<file path="src/rtl/imager_seq_ctrl.sv">
// imager_seq_ctrl
// Run controller for the simulated imager. Host configuration is captured
// into shadow registers on cfg_update and copied to the live outputs only at
// frame boundaries (run start or fv falling edge). The controller drives the
// imager enable for a programmed number of frames (or continuously), checks
// the geometry of every received frame against the live configuration, and
// reports run/frame status.
//
// Ports:
//   clk, reset_n            clock, asynchronous active-low reset
//   cfg_*                   requested configuration (captured on cfg_update)
//   cfg_update              pulse: capture cfg_* into shadow, set cfg_pending
//   start, stop             run control pulses
//   num_frames              frames per run (0 = continuous), sampled at start
//   img_fv, img_lv          imager frame/line valid
//   img_enable              imager enable
//   img_mode .. img_noise_seed  live configuration
//   busy, cfg_pending       status levels
//   frames_done, err_count  status counters
//   done, frame_err         one-cycle status pulses
module imager_seq_ctrl #(
    parameter int NUM_ROWS_WIDTH  = 12,
    parameter int NUM_COLS_WIDTH  = 12,
    parameter int FRAME_CNT_WIDTH = 16
) (
    input  logic                       clk,
    input  logic                       reset_n,
    input  logic [2:0]                 cfg_mode,
    input  logic [NUM_ROWS_WIDTH-1:0]  cfg_active_rows,
    input  logic [NUM_ROWS_WIDTH-1:0]  cfg_virtual_rows,
    input  logic [NUM_COLS_WIDTH-1:0]  cfg_active_cols,
    input  logic [NUM_COLS_WIDTH-1:0]  cfg_virtual_cols,
    input  logic [31:0]                cfg_noise_seed,
    input  logic                       cfg_update,
    input  logic                       start,
    input  logic                       stop,
    input  logic [FRAME_CNT_WIDTH-1:0] num_frames,
    input  logic                       img_fv,
    input  logic                       img_lv,
    output logic                       img_enable,
    output logic [2:0]                 img_mode,
    output logic [NUM_ROWS_WIDTH-1:0]  img_active_rows,
    output logic [NUM_ROWS_WIDTH-1:0]  img_virtual_rows,
    output logic [NUM_COLS_WIDTH-1:0]  img_active_cols,
    output logic [NUM_COLS_WIDTH-1:0]  img_virtual_cols,
    output logic [31:0]                img_noise_seed,
    output logic                       busy,
    output logic                       cfg_pending,
    output logic [FRAME_CNT_WIDTH-1:0] frames_done,
    output logic                       done,
    output logic                       frame_err,
    output logic [7:0]                 err_count
);

    localparam logic [NUM_ROWS_WIDTH-1:0]  RST_ACT_ROWS = NUM_ROWS_WIDTH'(32'd4);
    localparam logic [NUM_ROWS_WIDTH-1:0]  RST_VIR_ROWS = NUM_ROWS_WIDTH'(32'd2);
    localparam logic [NUM_COLS_WIDTH-1:0]  RST_ACT_COLS = NUM_COLS_WIDTH'(32'd4);
    localparam logic [NUM_COLS_WIDTH-1:0]  RST_VIR_COLS = NUM_COLS_WIDTH'(32'd2);
    localparam logic [NUM_ROWS_WIDTH:0]    LINE_ZERO    = {(NUM_ROWS_WIDTH+1){1'b0}};
    localparam logic [NUM_ROWS_WIDTH:0]    LINE_ONE     = {{NUM_ROWS_WIDTH{1'b0}}, 1'b1};
    localparam logic [NUM_ROWS_WIDTH:0]    LINE_MAX     = {(NUM_ROWS_WIDTH+1){1'b1}};
    localparam logic [NUM_COLS_WIDTH:0]    PIX_ZERO     = {(NUM_COLS_WIDTH+1){1'b0}};
    localparam logic [NUM_COLS_WIDTH:0]    PIX_ONE      = {{NUM_COLS_WIDTH{1'b0}}, 1'b1};
    localparam logic [NUM_COLS_WIDTH:0]    PIX_MAX      = {(NUM_COLS_WIDTH+1){1'b1}};
    localparam logic [FRAME_CNT_WIDTH-1:0] FRM_ZERO     = {FRAME_CNT_WIDTH{1'b0}};
    localparam logic [FRAME_CNT_WIDTH-1:0] FRM_ONE      = {{(FRAME_CNT_WIDTH-1){1'b0}}, 1'b1};

    typedef enum logic [1:0] {
        ST_IDLE     = 2'd0,
        ST_RUN      = 2'd1,
        ST_STOPPING = 2'd2
    } state_t;

    state_t                       r_state, w_state_nxt;
    logic                         r_fv_d, r_lv_d;
    logic [NUM_ROWS_WIDTH:0]      r_line_cnt, w_line_nxt, w_line_inc;
    logic [NUM_COLS_WIDTH:0]      r_pix_cnt, w_pix_nxt, w_pix_inc;
    logic                         r_frame_bad, w_bad_nxt;
    logic [FRAME_CNT_WIDTH-1:0]   r_num_frames, w_num_nxt;
    logic [FRAME_CNT_WIDTH-1:0]   r_frames_done, w_frames_nxt, w_frames_inc;
    logic [7:0]                   r_err_count, w_err_nxt;
    logic                         r_done, w_done_nxt;
    logic                         r_frame_err, w_ferr_nxt;
    logic                         r_busy;
    logic                         r_cfg_pending;
    logic                         w_apply;
    logic                         w_fv_fall, w_lv_fall, w_lv_bad, w_frame_bad_now, w_last;
    logic [2:0]                   r_sh_mode, r_img_mode;
    logic [NUM_ROWS_WIDTH-1:0]    r_sh_act_rows, r_sh_vir_rows, r_img_act_rows, r_img_vir_rows;
    logic [NUM_COLS_WIDTH-1:0]    r_sh_act_cols, r_sh_vir_cols, r_img_act_cols, r_img_vir_cols;
    logic [31:0]                  r_sh_seed, r_img_seed;

    assign w_fv_fall    = r_fv_d & ~img_fv;
    assign w_lv_fall    = r_lv_d & ~img_lv;
    assign w_pix_inc    = (r_pix_cnt == PIX_MAX) ? r_pix_cnt : (r_pix_cnt + PIX_ONE);
    // Line count including a line that ends in this very cycle, so a frame whose
    // last lv and fv fall together is still checked with all of its lines.
    assign w_line_inc   = (w_lv_fall && r_fv_d)
                          ? ((r_line_cnt == LINE_MAX) ? r_line_cnt : (r_line_cnt + LINE_ONE))
                          : r_line_cnt;
    assign w_lv_bad     = w_lv_fall && (r_pix_cnt != {1'b0, r_img_act_cols});
    assign w_frame_bad_now = r_frame_bad || w_lv_bad || (w_line_inc != {1'b0, r_img_act_rows});
    assign w_frames_inc = r_frames_done + FRM_ONE;
    assign w_last       = (r_num_frames != FRM_ZERO) && (w_frames_inc == r_num_frames);

    // Next-state and next-value logic for the run FSM and frame checker.
    always_comb begin
        w_state_nxt  = r_state;
        w_line_nxt   = r_line_cnt;
        w_pix_nxt    = r_pix_cnt;
        w_bad_nxt    = r_frame_bad;
        w_num_nxt    = r_num_frames;
        w_frames_nxt = r_frames_done;
        w_err_nxt    = r_err_count;
        w_done_nxt   = 1'b0;
        w_ferr_nxt   = 1'b0;
        w_apply      = 1'b0;
        case (r_state)
            ST_IDLE: begin
                if (start) begin
                    w_apply      = r_cfg_pending;
                    w_num_nxt    = num_frames;
                    w_frames_nxt = FRM_ZERO;
                    w_line_nxt   = LINE_ZERO;
                    w_pix_nxt    = PIX_ZERO;
                    w_bad_nxt    = 1'b0;
                    w_state_nxt  = ST_RUN;
                end else begin
                    w_state_nxt  = ST_IDLE;
                end
            end
            ST_RUN, ST_STOPPING: begin
                if (img_lv) begin
                    w_pix_nxt = w_pix_inc;
                end else if (w_lv_fall) begin
                    w_pix_nxt = PIX_ZERO;
                end else begin
                    w_pix_nxt = r_pix_cnt;
                end
                w_line_nxt = w_line_inc;
                w_bad_nxt  = r_frame_bad | w_lv_bad;
                if (w_fv_fall) begin
                    w_frames_nxt = w_frames_inc;
                    if (w_frame_bad_now) begin
                        w_ferr_nxt = 1'b1;
                        w_err_nxt  = (r_err_count == 8'hFF) ? 8'hFF : (r_err_count + 8'd1);
                    end else begin
                        w_ferr_nxt = 1'b0;
                    end
                    w_line_nxt = LINE_ZERO;
                    w_bad_nxt  = 1'b0;
                    w_apply    = r_cfg_pending;
                    // A stop that coincides with the final frame ends the run once.
                    if ((r_state == ST_STOPPING) || w_last) begin
                        w_done_nxt  = 1'b1;
                        w_state_nxt = ST_IDLE;
                    end else if (stop) begin
                        w_state_nxt = ST_STOPPING;
                    end else begin
                        w_state_nxt = r_state;
                    end
                end else if ((r_state == ST_RUN) && stop) begin
                    // Stop in vertical blank ends at once; otherwise finish the frame.
                    if (!img_fv && !r_fv_d) begin
                        w_done_nxt  = 1'b1;
                        w_state_nxt = ST_IDLE;
                    end else begin
                        w_state_nxt = ST_STOPPING;
                    end
                end else begin
                    w_state_nxt = r_state;
                end
            end
            default: begin
                w_state_nxt = ST_IDLE;
            end
        endcase
    end

    // FSM state register.
    always_ff @(posedge clk or negedge reset_n) begin
        if (!reset_n) begin
            r_state <= ST_IDLE;
        end else begin
            r_state <= w_state_nxt;
        end
    end

    // Datapath, configuration and status registers.
    always_ff @(posedge clk or negedge reset_n) begin
        if (!reset_n) begin
            r_fv_d         <= 1'b0;
            r_lv_d         <= 1'b0;
            r_line_cnt     <= LINE_ZERO;
            r_pix_cnt      <= PIX_ZERO;
            r_frame_bad    <= 1'b0;
            r_num_frames   <= FRM_ZERO;
            r_frames_done  <= FRM_ZERO;
            r_err_count    <= 8'd0;
            r_done         <= 1'b0;
            r_frame_err    <= 1'b0;
            r_busy         <= 1'b0;
            r_cfg_pending  <= 1'b0;
            r_sh_mode      <= 3'd0;
            r_sh_act_rows  <= RST_ACT_ROWS;
            r_sh_vir_rows  <= RST_VIR_ROWS;
            r_sh_act_cols  <= RST_ACT_COLS;
            r_sh_vir_cols  <= RST_VIR_COLS;
            r_sh_seed      <= 32'd0;
            r_img_mode     <= 3'd0;
            r_img_act_rows <= RST_ACT_ROWS;
            r_img_vir_rows <= RST_VIR_ROWS;
            r_img_act_cols <= RST_ACT_COLS;
            r_img_vir_cols <= RST_VIR_COLS;
            r_img_seed     <= 32'd0;
        end else begin
            r_fv_d        <= img_fv;
            r_lv_d        <= img_lv;
            r_line_cnt    <= w_line_nxt;
            r_pix_cnt     <= w_pix_nxt;
            r_frame_bad   <= w_bad_nxt;
            r_num_frames  <= w_num_nxt;
            r_frames_done <= w_frames_nxt;
            r_err_count   <= w_err_nxt;
            r_done        <= w_done_nxt;
            r_frame_err   <= w_ferr_nxt;
            r_busy        <= (w_state_nxt != ST_IDLE);
            // The old shadow is applied before a simultaneous update overwrites it.
            if (w_apply) begin
                r_img_mode     <= r_sh_mode;
                r_img_act_rows <= r_sh_act_rows;
                r_img_vir_rows <= r_sh_vir_rows;
                r_img_act_cols <= r_sh_act_cols;
                r_img_vir_cols <= r_sh_vir_cols;
                r_img_seed     <= r_sh_seed;
            end
            if (cfg_update) begin
                r_sh_mode     <= cfg_mode;
                r_sh_act_rows <= cfg_active_rows;
                r_sh_vir_rows <= cfg_virtual_rows;
                r_sh_act_cols <= cfg_active_cols;
                r_sh_vir_cols <= cfg_virtual_cols;
                r_sh_seed     <= cfg_noise_seed;
                r_cfg_pending <= 1'b1;
            end else if (w_apply) begin
                r_cfg_pending <= 1'b0;
            end
        end
    end

    assign img_enable       = r_busy;
    assign busy             = r_busy;
    assign cfg_pending      = r_cfg_pending;
    assign frames_done      = r_frames_done;
    assign done             = r_done;
    assign frame_err        = r_frame_err;
    assign err_count        = r_err_count;
    assign img_mode         = r_img_mode;
    assign img_active_rows  = r_img_act_rows;
    assign img_virtual_rows = r_img_vir_rows;
    assign img_active_cols  = r_img_act_cols;
    assign img_virtual_cols = r_img_vir_cols;
    assign img_noise_seed   = r_img_seed;

endmodule

</file>
<file path="config.mk">
export PLATFORM = sky130hd
export DESIGN_NAME = imager_seq_ctrl
export DESIGN_NICKNAME = d
export VERILOG_FILES = /design/src/rtl/imager_seq_ctrl.sv
export SDC_FILE = /design/constraint.sdc
export NUM_CORES = 1
export LEC_CHECK = 0
export ABC_AREA = 1
export CELL_PAD_IN_SITES_DETAIL_PLACEMENT = 0
export CELL_PAD_IN_SITES_GLOBAL_PLACEMENT = 1
export CORE_ASPECT_RATIO = 1.5
export CORE_MARGIN = 4
export CORE_UTILIZATION = 40
export CTS_BUF_LIST = sky130_fd_sc_hd__clkbuf_4
export DETAILED_ROUTE_END_ITERATION = 16
export GPL_TIMING_DRIVEN = 0
export MAX_ROUTING_LAYER = met4
export PLACE_DENSITY_LB_ADDON = 0.1
export SLEW_MARGIN = 20
export SYNTH_ARGS = -nofsm -noshare
export SYNTH_HDL_FRONTEND = slang
export SYNTH_SLANG_ARGS = --single-unit
</file>
<file path="constraint.sdc">
create_clock -name clk -period 2.5 [get_ports clk]
set_input_delay 0.5 -clock clk [delete_from_list [all_inputs] [get_ports clk]]
set_output_delay 0.5 -clock clk [all_outputs]
set_load 0.03 [all_outputs]
</file>
==> flow_summary.toml <==
[critical_path]
end_kind = "output pin"
reg2reg_to = "frames_done[12]"
path_buf_inv = 1
path_cells = "clkdlybuf4s50_1"
rr_startpoint = "r_state[1]"
slowest_stage = "clkdlybuf4s50_1"
critPathLaunchType = "flop"
cp_max_fo = 4
arrival_ns = 1.90
crit_path_max_incr_delay_ns = 0.71
path_depth = 1
r2r.worst_path.cells = 7
timing_worst_setup_path_type = "reg2out"
r2r_slack_ns = 0.15
crit_family = "buffers and inverters"
cp_data_required_time_ns = 2.00

[synthesis]
synth_top_area_cell = "dfrtp_1"
synthCells = 1296
synth-edff-count = 0
netlist_top_cells_area = "dfrtp_1 (53%), nand2_1 (12%), o21ai_0 (9.2%), inv_1 (6.1%), nand3_1 (3.1%)"
synth_ff_type = "dfrtp_1"
ys_seq_elements = 241
synth_area_sq_um = 10920
synth_cell_types = 47
syn_nets = 1410
synth_top_area_share_pct = 53.40
synth.avg_cell_area_sq_um = 8.424
async_reset_ff_share_pct = 100.0
ys_seq_area_share_pct = 55.33
synth_warnings = 0

[clock_tree]
cts_num_sinks = 241
clock_path_buffers = 3
cts_buffers = 60
cts_tree = "done"
clk_pin_slew_ns = 0.07
clk_latency_ns = 0.73
cts_max_level = 2
cts_root_buffer = "clkbuf_4"

[hold_path]
whs_path_depth = 2
holdCritStartpoint = "cfg_update"
hp-class = "in2reg"
min_to = "r_sh_seed[15]"

[sta]
timing_hold_violations_final = 0
tightest_slew_ns = 0.7079
rsz0062_at_grt = "no"
setup_viol = 0
finalMaxSlewViolations = 0
relSlewSlack_pct = 52.81
finClkSkew_ns = 0.02877
finalSetupTns_ns = 0
layout_worst_path_cycle_share_pct = 96.12
worst_slack_ns = 0.09702
post-route-min-period_ns = 2.403
timing.fmax_mhz = 416.1

[power_and_ir_drop]
leakage_nw = 6.779
p_clk_share_pct = 21.1
p_seq_share_pct = 35.6
internal-power_w = 0.009161
p_comb_share_pct = 43.3
ir_drop_v = 0.0005988
p_sw_share_pct = 42.21
switchingPower_w = 0.006691
power_density_nw_per_um2 = 1096

[die]
die_y_um = 210.3
row_count = 73
ioPinCount = 218
dieWidth_um = 142.9
die_area_sq_um = 30060
initial_core_util_pct = 40.94
core-area_sq_um = 26670

[place]
dp.cells = 1851
pre_cts_ws_ns = -0.5685
dpl.hpwl_um = 22350
placed_cell_area_sq_um = 13570
port_buffers = 216
globalplace.congestion = 0.8742

[global_route]
grt_pass1_wl_um = 50110
grt_max_degree = 91
grt_pass1_vias = 10010
grt_antenna_before_repair = 6
grt_usage_pct = 21.43
grt-ovfl-total = 0

[status]
status = "finished clean"

[drt]
wl_per_cell_um = 15.53
dr.pass1.iters = 5
via_count = 9508
drtIter0Drc = 389
drc = 0
drt-total-wl_um = 30570
final_antenna_net_count = 0
via_per_inst = 4.831

[cells_and_area]
syn2layout_area_growth_pct = 32.44
drive_above_1_share_pct = 10.83
n_fill_cell = 2568
finalNonFillerCells = 1968
fin_area_sq_um = 14460
fin_util_pct = 54.22
num-nets-final = 1694

[run]
drv_cap = 0
[synthesized netlist by cell type (2+ instances only)]
master / number
nand3_1: 68
nor2_4: 3
nor3_1: 10
nand3b_1: 8
nand2_1: 358
nor2_2: 6
xnor3_1: 3
dfrtp_1: 233
nand2_2: 12
inv_2: 3
nand4_1: 10
a21oi_1: 11
clkbuf_1: 41
nor2_1: 61
nor3b_1: 2
ha_1: 8
inv_1: 178
buf_1: 2
xor2_1: 16
xnor2_1: 4
o22ai_1: 23
nand2_4: 3
o21ai_0: 200
dfstp_2: 8
or2_2: 2
clkinv_1: 2
[cell type report]
cell class	count	area, sq um	area share, %
inverter	183	690.7	4.776
timing repair buffer	222	2251	15.57
clock buffer	96	720.7	4.984
sequential	241	6041	41.78
buffer	45	220.2	1.523
clock inverter	11	48.80	0.3375
antenna	6	15.01	0.1038
multi-input combinational	827	4051	28.02
tap	337	421.7	2.916
[worst register-to-register path, stage by stage, from the launching register on]
cell	delay, ns
dfrtp_1	0.41
inv_1	0.10
ha_1	0.37
inv_1	0.16
nor2_2	0.09
a211oi_2	0.55
clkbuf_2	0.41
o22ai_1	0.12
[logic make-up after synthesis]
group	after synthesis	share of synthesized area [%]
buffers and inverters	228	7.942
xor gates and xnor gates	24	2.372
and+or+nand+nor	549	21.60
AOI/OAI and AO/OA	246	11.84
adders and majority gates	8	0.9168
DFF	241	55.33
[metal layers]
metal / wire, um / global-route usage (%) / up-vias
li1: - / - / 4744
met1: 11590 / 22.74 / 4457
met2: 15710 / 36.37 / 250
met3: 2411 / 7.104 / 57
met4: 850 / 8.987 / 0
met5: 0 / - / -
[cell usage in the layout, fill, tap and decap left out, types with 4 or more instances in the layout]
master / netlist / layout
a21oi_1: 11 / 11
buf_4: 1 / 4
clkbuf_1: 41 / 27
clkbuf_2: 0 / 11
clkbuf_4: 0 / 96
clkdlybuf4s50_1: 0 / 209
clkinv_1: 2 / 10
dfrtp_1: 233 / 233
dfstp_2: 8 / 8
diode_2: 0 / 6
dlygate4sd2_1: 0 / 5
ha_1: 8 / 8
inv_1: 178 / 178
nand2_1: 358 / 358
nand2_2: 12 / 12
nand3_1: 68 / 68
nand3b_1: 8 / 8
nand4_1: 10 / 10
nor2_1: 61 / 53
nor2_2: 6 / 12
nor2_4: 3 / 5
nor3_1: 10 / 10
o21ai_0: 200 / 199
o22ai_1: 23 / 23
xnor2_1: 4 / 4
xor2_1: 16 / 16
[through the flow]
stage	hold slack [ns]	power, W
after floorplan	0.2044	0.009534
after global placement	0.4643	0.01244
after detailed placement	0.4714	0.01252
after CTS	0.1383	0.01605
after global routing	0.1748	0.01705
final	0.2016	0.01585
[flip-flops by register name, summed over array words and instances (netlist names), 2 cells and up]
| name | flops |
|---|---|
| err_count | 8 |
| frames_done | 16 |
| img_active_cols | 12 |
| img_active_rows | 12 |
| img_mode | 3 |
| img_noise_seed | 32 |
| img_virtual_cols | 12 |
| img_virtual_rows | 12 |
| r_line_cnt | 13 |
| r_num_frames | 16 |
| r_pix_cnt | 13 |
| r_sh_act_cols | 12 |
| r_sh_act_rows | 12 |
| r_sh_mode | 3 |
| r_sh_seed | 32 |
| r_sh_vir_cols | 12 |
| r_sh_vir_rows | 12 |
| r_state | 2 |
[worst max-delay path by stage]
stage / from / endpoint
after floorplan: frames_done[1] / busy
after global placement: reset_n / r_sh_seed[6]
after detailed placement: img_fv / img_virtual_rows[0]
after CTS: r_state[0] / frames_done[1]
after global routing: img_active_rows[1] / img_active_rows[1]
final: img_active_cols[7] / img_active_cols[7]
[power by group through the flow]
stage,Clock [W],Combinational (W),Sequential [W]
final,0.00335,0.00686,0.00564
after global routing,0.00368,0.00760,0.00577
after CTS,0.00349,0.00691,0.00565
after detailed placement,0,0.00682,0.00570
after global placement,0,0.00674,0.00570
after floorplan,0,0.00267,0.00687
[what timing repair did]
action | CTS | global route
endpoints found under the setup margin | 95 | 113
hold buffers | 1 | 0
resized for setup | 24 | 19
buffers inserted | 0 | 3
hold endpoints to repair | 85 | 0
Power figures use the tool's default switching activity.
